<file path="src/rtl/gcd_job_sched.sv">
// gcd_job_sched: job FIFO, issue FSM and held response slot
// in front of the GCD core; zero-operand jobs are answered locally.
module gcd_job_sched #(
  parameter int W     = 16,
  parameter int TW    = 4,
  parameter int DEPTH = 4,
  parameter int CW    = 16
) (
  input  logic          i_clk,
  input  logic          i_rst,
  input  logic          i_req_valid,
  output logic          o_req_ready,
  input  logic [W-1:0]  i_req_a,
  input  logic [W-1:0]  i_req_b,
  input  logic [TW-1:0] i_req_tag,
  output logic          o_resp_valid,
  input  logic          i_resp_ready,
  output logic [W-1:0]  o_resp_c,
  output logic [TW-1:0] o_resp_tag,
  output logic [CW-1:0] o_resp_cycles,
  output logic [15:0]   o_done_count,
  output logic          o_busy,
  output logic [W-1:0]  o_gcd_a,
  output logic [W-1:0]  o_gcd_b,
  output logic          o_gcd_in_valid,
  input  logic          i_gcd_in_ready,
  input  logic          i_gcd_out_valid,
  input  logic [W-1:0]  i_gcd_c
);

  localparam int AW = $clog2(DEPTH);

  typedef enum logic [1:0] {
    IDLE,
    ISSUE,
    WAIT
  } state_e;

  state_e        state_q, state_d;

  logic [W-1:0]  fa_q [DEPTH];
  logic [W-1:0]  fb_q [DEPTH];
  logic [TW-1:0] ft_q [DEPTH];
  logic [AW-1:0] wptr_q, rptr_q;
  logic [AW:0]   cnt_q;

  logic          full, empty;
  logic          push, pop;
  logic [W-1:0]  head_a, head_b;
  logic [TW-1:0] head_tag;

  logic [W-1:0]  a_q, a_d;
  logic [W-1:0]  b_q, b_d;
  logic [TW-1:0] tag_q, tag_d;
  logic [CW-1:0] cyc_q, cyc_d;
  logic [CW-1:0] cyc_inc;

  logic          rv_q, rv_d;
  logic [W-1:0]  rc_q, rc_d;
  logic [TW-1:0] rt_q, rt_d;
  logic [CW-1:0] rcy_q, rcy_d;
  logic [15:0]   done_q, done_d;
  logic          in_valid;

  assign full     = (cnt_q == (AW+1)'(DEPTH));
  assign empty    = (cnt_q == '0);
  assign push     = i_req_valid && !full;
  assign head_a   = fa_q[rptr_q];
  assign head_b   = fb_q[rptr_q];
  assign head_tag = ft_q[rptr_q];
  assign cyc_inc  = (&cyc_q) ? cyc_q : cyc_q + 1'b1;

  // Job storage, written only on an accepted request
  always_ff @(posedge i_clk) begin
    if (push) begin
      fa_q[wptr_q] <= i_req_a;
      fb_q[wptr_q] <= i_req_b;
      ft_q[wptr_q] <= i_req_tag;
    end
  end

  // FIFO pointers and occupancy
  always_ff @(posedge i_clk) begin
    if (i_rst) begin
      wptr_q <= '0;
      rptr_q <= '0;
      cnt_q  <= '0;
    end else begin
      if (push) wptr_q <= wptr_q + 1'b1;
      if (pop)  rptr_q <= rptr_q + 1'b1;
      if (push && !pop)
        cnt_q <= cnt_q + 1'b1;
      else if (!push && pop)
        cnt_q <= cnt_q - 1'b1;
    end
  end

  // Next-state: issue FSM, cycle counter, response slot
  always_comb begin
    state_d  = state_q;
    a_d      = a_q;
    b_d      = b_q;
    tag_d    = tag_q;
    cyc_d    = cyc_q;
    rv_d     = rv_q;
    rc_d     = rc_q;
    rt_d     = rt_q;
    rcy_d    = rcy_q;
    done_d   = done_q;
    pop      = 1'b0;
    in_valid = 1'b0;

    if (rv_q && i_resp_ready) begin
      rv_d   = 1'b0;
      done_d = done_q + 16'd1;
    end

    unique case (state_q)
      IDLE: begin
        if (!empty && !rv_q) begin
          pop = 1'b1;
          if (head_a == '0) begin
            rv_d  = 1'b1;
            rc_d  = head_b;
            rt_d  = head_tag;
            rcy_d = '0;
          end else if (head_b == '0) begin
            rv_d  = 1'b1;
            rc_d  = head_a;
            rt_d  = head_tag;
            rcy_d = '0;
          end else begin
            a_d     = head_a;
            b_d     = head_b;
            tag_d   = head_tag;
            state_d = ISSUE;
          end
        end
      end
      ISSUE: begin
        in_valid = 1'b1;
        if (i_gcd_in_ready) begin
          cyc_d   = '0;
          state_d = WAIT;
        end
      end
      WAIT: begin
        if (i_gcd_out_valid) begin
          rv_d    = 1'b1;
          rc_d    = i_gcd_c;
          rt_d    = tag_q;
          rcy_d   = cyc_inc;
          state_d = IDLE;
        end else begin
          cyc_d = cyc_inc;
        end
      end
      default: state_d = IDLE;
    endcase
  end

  // Control and data registers
  always_ff @(posedge i_clk) begin
    if (i_rst) begin
      state_q <= IDLE;
      a_q     <= '0;
      b_q     <= '0;
      tag_q   <= '0;
      cyc_q   <= '0;
      rv_q    <= 1'b0;
      rc_q    <= '0;
      rt_q    <= '0;
      rcy_q   <= '0;
      done_q  <= '0;
    end else begin
      state_q <= state_d;
      a_q     <= a_d;
      b_q     <= b_d;
      tag_q   <= tag_d;
      cyc_q   <= cyc_d;
      rv_q    <= rv_d;
      rc_q    <= rc_d;
      rt_q    <= rt_d;
      rcy_q   <= rcy_d;
      done_q  <= done_d;
    end
  end

  assign o_req_ready    = !full;
  assign o_resp_valid   = rv_q;
  assign o_resp_c       = rc_q;
  assign o_resp_tag     = rt_q;
  assign o_resp_cycles  = rcy_q;
  assign o_done_count   = done_q;
  assign o_busy         = (state_q != IDLE) || !empty;
  assign o_gcd_a        = a_q;
  assign o_gcd_b        = b_q;
  assign o_gcd_in_valid = in_valid;

endmodule

</file>
<file path="config.mk">
export PLATFORM = sky130hd
export DESIGN_NAME = gcd_job_sched
export DESIGN_NICKNAME = d
export VERILOG_FILES = /design/src/rtl/gcd_job_sched.sv
export SDC_FILE = /design/constraint.sdc
export NUM_CORES = 1
export LEC_CHECK = 0
export CAP_MARGIN = 15
export CORE_ASPECT_RATIO = 0.5
export CORE_UTILIZATION = 55
export DETAILED_ROUTE_END_ITERATION = 6
export PLACE_DENSITY = 0.8
export RECOVER_POWER = 100
export SLEW_MARGIN = 30
export SYNTH_ARGS = -nofsm -noshare
export SYNTH_HDL_FRONTEND = slang
export SYNTH_SLANG_ARGS = --single-unit
export TNS_END_PERCENT = 20
</file>
<file path="constraint.sdc">
create_clock -name i_clk -period 4.9 [get_ports i_clk]
set_clock_uncertainty 0.2 [all_clocks]
set_input_delay 0.98 -clock i_clk [delete_from_list [all_inputs] [get_ports i_clk]]
set_output_delay 0.98 -clock i_clk [all_outputs]
set_load 0.01 [all_outputs]
</file>
**Word level (Yosys, flattened, before mapping)**

Memories as Yosys holds them, arrays and structs flattened. A register that Yosys moved wholly into a read port is not among the register bits.
Index checks and enable logic that the tools add are counted.
Widths: inputs -> output; s select.

- Memory bits (writable): 144
- Register bits after elaboration: 114
- Memories: 3
- Output and inout bits: 88
- Bits of input ports: 58
- Word-level logic and storage cells: 102
- Memory bits (read-only): 0
- Bits in latches: 0

Memories:

| memory | depth | width | read ports | clocked after memory_dff | wr ports | line | RTL |
|---|---|---|---|---|---|---|---|
| fa_q | 4 | 16 | 1 | 1 | 1 | 41 | `logic [W-1:0] fa_q [DEPTH];` |
| fb_q | 4 | 16 | 1 | 1 | 1 | 42 | `logic [W-1:0] fb_q [DEPTH];` |
| ft_q | 4 | 4 | 1 | 1 | 1 | 43 | `logic [TW-1:0] ft_q [DEPTH];` |

- Multiply operators: 0
- Reductions and logical operators: 24
- Shift-type cells: 0
- Add/subtract/negate cells: 6
- Magnitude comparators: 0
- Divide/modulo/power cells: 0
- Bitwise gates (word level): 2
- Eq/ne operators: 10
- Muxes and demuxes: 44

Operators by type and width:

| operator | number |
|---|---|
| $mux 16 | 11 |
| $pmux 16 s2 | 3 |
| $add 16x1->16 const B | 2 |
| $logic_not 16->1 | 2 |
| $mux 2 | 11 |
| $mux 4 | 4 |
| $reduce_and 16->1 | 1 |
| $ne 2x2->1 const B | 6 |
| $mux 1 | 10 |
| $pmux 4 s2 | 1 |
| $reduce_and 4->1 | 2 |
| $reduce_bool 2->1 | 4 |
| $mux 3 | 2 |
| $pmux 2 s3 | 1 |
| $logic_and 1x1->1 | 5 |
| $logic_not 1->1 | 5 |
| $reduce_and 5->1 | 1 |
| $add 2x1->2 const B | 2 |
| $add 3x1->3 const B | 1 |
| $eq 3x3->1 const B | 1 |
| $logic_not 3->1 | 1 |
| $ne 3x3->1 const B | 1 |
| $reduce_and 3->1 | 1 |
| $sub 3x1->3 const B | 1 |
| other kinds (6) | 7 |

**Longest topological paths before layout**

Gate-level depths: netlist (run 1).

- Depth in word-level cells: 8
- Mapped depth: 11
- Mapped depth without buffers: 9

**Least setup slack after synthesis (run 1)**

No wires, ideal clock.

- Path type: reg2reg
- Start: register (tool-made name)
- End: register a_q[0] (netlist: o_gcd_a[0])
- Stages on the path, launching flop included: 12
- Arrival time: 2.644 ns
- Clock period less this slack: 2.972 ns
- Data required time: 4.572 ns
- Path slack: 1.928 ns
- Setup time: 0.128 ns
- Buffers on the path: 5
- Cells stage by stage: dfxtp_1 buf_2 buf_2 buf_1 mux4_2 nor4_1 nand4_1 nand3_1 buf_4 buf_4 mux2i_1 nor2_1

RTL lines:

| element | line | RTL |
|---|---|---|
| end signal, assigned | 166 | `a_q <= '0;` |
| end signal, assigned | 177 | `a_q <= a_d;` |
| end, declared | 52 | `logic [W-1:0] a_q, a_d;` |

==> metrics, run 1 <==
status finished, violations left; failing checks max-capacitance violations, max-slew violations; yosys warns 0; Fin. Hold Viols 0; Post-synth EDFFs 144; area of the core 18500 um2; largest cells by area after synthesis edfxtp_1 (41%), dfxtp_1 (22%), mux4_2 (7.7%); Synth Cell Area 10500 um2; Comb power frac 26.5%; GPL Wtd Cong 0.901; post-CTS setup buffer count 0; TritonCTS Buffers 23; CP Data Required Time 5.04 ns; Resize count post-CTS 0; clk sink count 260; number of antenna diodes 0; Setup CP Type reg2reg; drt pass-1 iters 4; worst setup margin 0.597 ns; Setup violations, final 0; Synth Register Bits 260; commonest non-fill, non-tap cell in the layout edfxtp_1; Hold Path Class reg2reg; vias 6915; Seq pwr share 43.8%; Overflow after GRT 0; Max Cap Violations 5; syn nets 850; Filler cells 1290; Die ar. 19600 um2; worst slew pin tran 2.09 ns; RSZ-0062 raised after global routing false; global-route wire length before repair 37.4 mm; startpoint types flip-flop; count of cell types in the netlist 46; TritonCTS clock tree built; CP arrival 4.44 ns; Switch Pwr 1870 uW; Place WS 0.929 ns; crit share post-route 87.8%; Final ANT Viol Nets 0; largest net degree at the start of global routing 82; DR iter-0 viols 511; setup TNS 0 ns; register area share after synthesis 63.4%; most frequent cells in the layout edfxtp_1 (144), dlygate4sd3_1 (126), dfxtp_1 (115), nor2_1 (104), mux2i_1 (77); maximum vdd drop 312 uV; worst skew pair latency 0.51 ns; IO Count 146; switching part of the total power 29.5%; post-DP HPWL 16.3 mm; CP Max Fanout 19; Max-slew headroom -39.5%; Routed WL per cell 20.4 um; Die Ht 99.6 um; P_int 4470 uW; dpl cells 1154; Reg clk slew, reported paths 0.07 ns; max frequency 232 MHz; fin area 12900 um2; Starting Density 56.5%; clk root buf clkbuf_16; share of the synthesized area in the top cell type 41.3%; Leak 0.00485 uW; area delta synth->final 23.2%; count of input and output buffers 145; PD cells 491 nW/um2; DRC viols 0; Die Wd 197 um; endpoint class of the critical path flip-flop; via count of the first global-routing pass 6846; initial antenna violation count 0; Synth area leader edfxtp_1; H-tree depth 1; Post-synth ARST share 0%; layout cells sized above 1 9.82%; DRT Wirelength 24.4 mm; Max Buffers Root-to-Sink 3; cells after synthesis 784; Nets 986; DP Area 12200 um2; pins over their slew limit 230; Clk pwr share 29.6%; most common flop cell mapped by yosys edfxtp_1; Cell Rows 35; minimum clock period 4.30 ns; Tot GR Track Use 25.0%; Final Non-Filler Cells 1196; detail-routed via count per cell 5.78; cts hold-fix bufs 0; Synth Area per Inst 13.4 um2
-- power by group through the flow --
stage                     Combinational, uW  Sequential (uW)  Clock [uW]
after floorplan                        1090             2790           0
after global placement                 1690             2810           0
after detailed placement               1740             2820           0
after CTS                              1750             2780        1900
after global routing                   1800             2810        1990
final                                  1680             2780        1880
-- synth_stat cells, types with 2 or more instances --
master     instances
a21boi_0           2
a21oi_1           16
a22oi_1            4
a311oi_1           4
a31oi_1            4
and2_1             2
and3_1            10
and4_1             5
buf_1              3
buf_2              2
buf_4              4
buf_6              7
clkbuf_1          30
dfxtp_1          116
edfxtp_1         144
ha_1               7
inv_1             11
mux2_2             2
mux2i_1           77
mux4_2            36
nand2_1           49
nand2b_1           3
nand3_1           19
nand4_1           11
nor2_1           104
nor2b_1            3
nor3_1             4
nor4_1            11
o21ai_0           35
o2bb2ai_1          9
o31ai_1            2
or3_1              9
xnor2_1           13
xor2_1            14
-- critical path, cell delays in order, from the launching register on --
cell and delay, ns:
dfxtp_2 0.81, clkbuf_1 0.42, mux4_2 0.64, nor4_1 0.35
nand4_1 0.16, buf_4 0.24, nand3_2 0.53, clkbuf_1 0.45
mux2i_1 0.25, nor2_1 0.06
-- routing by layer --
metal / global-route usage, % / vias to the layer above / part of all wire [%]
met3: 3.97 / 49 / 6.3
li1: - / 3168 / -
met1: 33.9 / 3436 / 43
met5: 0 / - / 0
met2: 42.0 / 262 / 48
met4: 7.39 / 0 / 2.5
-- kinds of logic (layout without fill, tap and decap cells) --
group | Yosys count | count (layout) | share of synthesized area [%]
AO/OA/AOI/OAI | 83 | 83 | 5.06
XOR/XNOR | 27 | 27 | 2.26
adder cells (fa/ha/maj) | 8 | 8 | 1.03
buffers and inverters | 58 | 211 | 2.76
flip-flops | 260 | 260 | 63.4
multiplexers | 115 | 115 | 15.3
AND/OR/NAND/NOR | 233 | 233 | 10.1
-- sequential cells by signal, summed over array words and instances (netlist names), 3 cells and up, named ones only --
name,count
o_resp_c,16
o_done_count,16
o_gcd_a,16
o_resp_tag,4
ft_q,16
o_gcd_b,16
tag_q,4
cyc_q,16
fa_q,64
cnt_q,3
fb_q,64
o_resp_cycles,16
-- worst paths after layout --
kind / startpoint / end / slack (ns) / cells past startpoint
setup / recovery: flip-flop / o_gcd_b[3] / 0.60 / 9
hold / removal: o_resp_cycles[8] / o_resp_cycles[8] / 0.25 / 1
setup reg to reg: flip-flop / o_gcd_b[3] / 0.60 / 9
hold reg to reg: o_resp_cycles[8] / o_resp_cycles[8] / 0.25 / 1
-- stage by stage --
stage | total power (uW) | hold slack (ns) | utilization [%]
floorplan | 3880 | 0.254 | -
detailed placement | 4560 | 0.247 | 65.6
global route | 6590 | 0.269 | 69.7
global placement | 4500 | 0.247 | 65.5
finish | 6340 | 0.254 | 69.7
CTS | 6430 | 0.267 | 69.9
-- cell type report --
type                            instances  area, um2  area share (%)
Clock buffer                           25        593            4.60
Clock inverter                         17        195            1.51
Inverter                               11       41.3           0.320
Multi-Input combinational cell        466       3550            27.5
Sequential cell                       260       6650            51.5
Tap cell                              259        324            2.51
Timing Repair Buffer                  158       1550            12.0
(Power assumes the default switching activity.)
==> inputs of run 2 (changes only) <==
CTS_CLUSTER_SIZE = 8   (was not set)
==> run 2 against run 1 <==
  * The run still ends with max-capacitance violations, max-slew violations left
  * Flip-flop and latch count unchanged
  * Critical path depth is the same
  * Fmax grew 0.95%
  * Non-clock buffer count is the same
  * Hold slack worse by 0.0050 ns
  * Core utilization grew 1.8 points
  * Die area did not move
  * Final cell count is 1.9% higher
  * First-iteration DRC count is 0.20% lower
  * Clock-buffer cell count up 37
  * Cell area increased by 2.6%
==> metrics, run 2 (synthesis gave the netlist of run 1 again) <==
status finished, violations left; failing checks max-capacitance violations, max-slew violations; via count of the first global-routing pass 7020 (+2.5%); most frequent cells in the layout edfxtp_1 (144), dlygate4sd3_1 (126), dfxtp_1 (115), nor2_1 (104), mux2i_1 (77); Hold Path Class reg2reg; Fin. Hold Viols 0 (unchanged); Leak 0.00501 uW (+3.2%); TritonCTS clock tree built; Resize count post-CTS 0 (unchanged); dpl cells 1154 (unchanged); TritonCTS Buffers 38 (+65%); detail-routed via count per cell 5.76 (-0.43%); count of input and output buffers 145 (unchanged); setup TNS 0 ns (unchanged); pins over their slew limit 230 (unchanged); Filler cells 1243 (-3.6%); Die Wd 197 um (unchanged); number of antenna diodes 0 (unchanged); post-DP HPWL 16.3 mm (unchanged); Reg clk slew, reported paths 0.05 ns (-0.02 ns); H-tree depth 2 (+1); area of the core 18500 um2 (unchanged); Overflow after GRT 0 (unchanged); minimum clock period 4.26 ns (-0.0407 ns); endpoint class of the critical path flip-flop; largest net degree at the start of global routing 82 (unchanged); RSZ-0062 raised after global routing false; PD cells 522 nW/um2 (+6.3%); DRT Wirelength 25.4 mm (+4.2%); worst skew pair latency 0.51 ns (about the same); initial antenna violation count 1 (+1); Cell Rows 35 (unchanged); layout cells sized above 1 10.0% (+0.18 points); DP Area 12200 um2 (unchanged); GPL Wtd Cong 0.901 (unchanged); Final Non-Filler Cells 1219 (+1.9%); global-route wire length before repair 38.9 mm (+4.0%); CP arrival 4.40 ns (-0.04 ns); DRC viols 0 (unchanged); Starting Density 56.5% (unchanged); vias 7018 (+1.5%); Die Ht 99.6 um (unchanged); CP Data Required Time 5.04 ns (about the same); Setup violations, final 0 (unchanged); crit share post-route 87.0% (-0.83 points); Max-slew headroom -38.9% (+0.60 points); clk root buf clkbuf_16; commonest non-fill, non-tap cell in the layout edfxtp_1; Max Cap Violations 5 (unchanged); startpoint types flip-flop; IO Count 146 (unchanged); worst slew pin tran 2.08 ns (-0.00894 ns); Routed WL per cell 20.8 um (+2.2%); Nets 1001 (+1.5%); drt pass-1 iters 5 (+1); clk sink count 260 (unchanged); CP Max Fanout 20 (+1); leading registers by flop count fa_q: 64 flops, fb_q: 64 flops; Max Buffers Root-to-Sink 3 (unchanged); max frequency 235 MHz (+0.95%); fin area 13200 um2 (+2.6%); post-CTS setup buffer count 0 (unchanged); Setup CP Type reg2reg; Tot GR Track Use 26.3% (+1.3 points); Final ANT Viol Nets 0 (unchanged); Die ar. 19600 um2 (unchanged); maximum vdd drop 334 uV (+6.9%); area delta synth->final 26.4%; cts hold-fix bufs 0 (unchanged); DR iter-0 viols 510 (-0.20%)
[run 2: final cells by class]
| class | count | area, um2 | area share (%) |
|---|---|---|---|
| clock buffers | 62 | 1060 | 8.02 |
| repair buffers | 158 | 1560 | 11.8 |
| multi-input cells | 466 | 3550 | 26.8 |
| flip-flops and latches | 260 | 6650 | 50.2 |
| inverters | 11 | 41.3 | 0.312 |
| well taps | 259 | 324 | 2.45 |
| clock inverters | 3 | 62.6 | 0.472 |
[run 2: path summary, 6_finish.rpt]
path / end / slack [ns] / cells past startpoint / from
hold reg to reg: o_resp_cycles[8] / 0.25 / 1 / o_resp_cycles[8]
hold / removal: o_resp_cycles[8] / 0.25 / 1 / o_resp_cycles[8]
setup reg to reg: o_resp_c[11] / 0.64 / 9 / flip-flop
setup / recovery: o_resp_c[11] / 0.64 / 9 / flip-flop
[run 2: report_power, final]
group / internal, uW / total, uW / switching, uW
Combinational: 787 / 1700 / 909
Clock: 1520 / 2420 / 899
Sequential: 2610 / 2800 / 191
[run 2: metal layers]
metal,up-vias,share of wire [%],global-route usage (%)
met4,0,2.5,8.35
met2,280,48,43.6
met3,48,6.8,5.80
met5,-,0,0
li1,3209,-,-
met1,3481,42,34.9
[run 2: metrics by stage]
step | total power (uW) | setup WS [ns] | util, % | hold WS (ns)
after floorplan | 3880 | 1.93 | - | 0.254
after global placement | 4500 | 1.09 | 65.5 | 0.247
after detailed placement | 4560 | 0.929 | 65.6 | 0.247
after CTS | 7010 | 0.820 | 71.7 | 0.263
after global routing | 7200 | 0.369 | 71.5 | 0.264
final | 6920 | 0.637 | 71.5 | 0.249
[run 2: critical path: stages, from the launching register on]
cell      delay [ns]
dfxtp_2         0.82
clkbuf_1        0.41
mux4_2          0.64
nor4_1          0.37
nand4_1         0.14
buf_4           0.23
a31oi_4         0.59
buf_4           0.34
mux2i_1         0.26
nor2_1          0.07
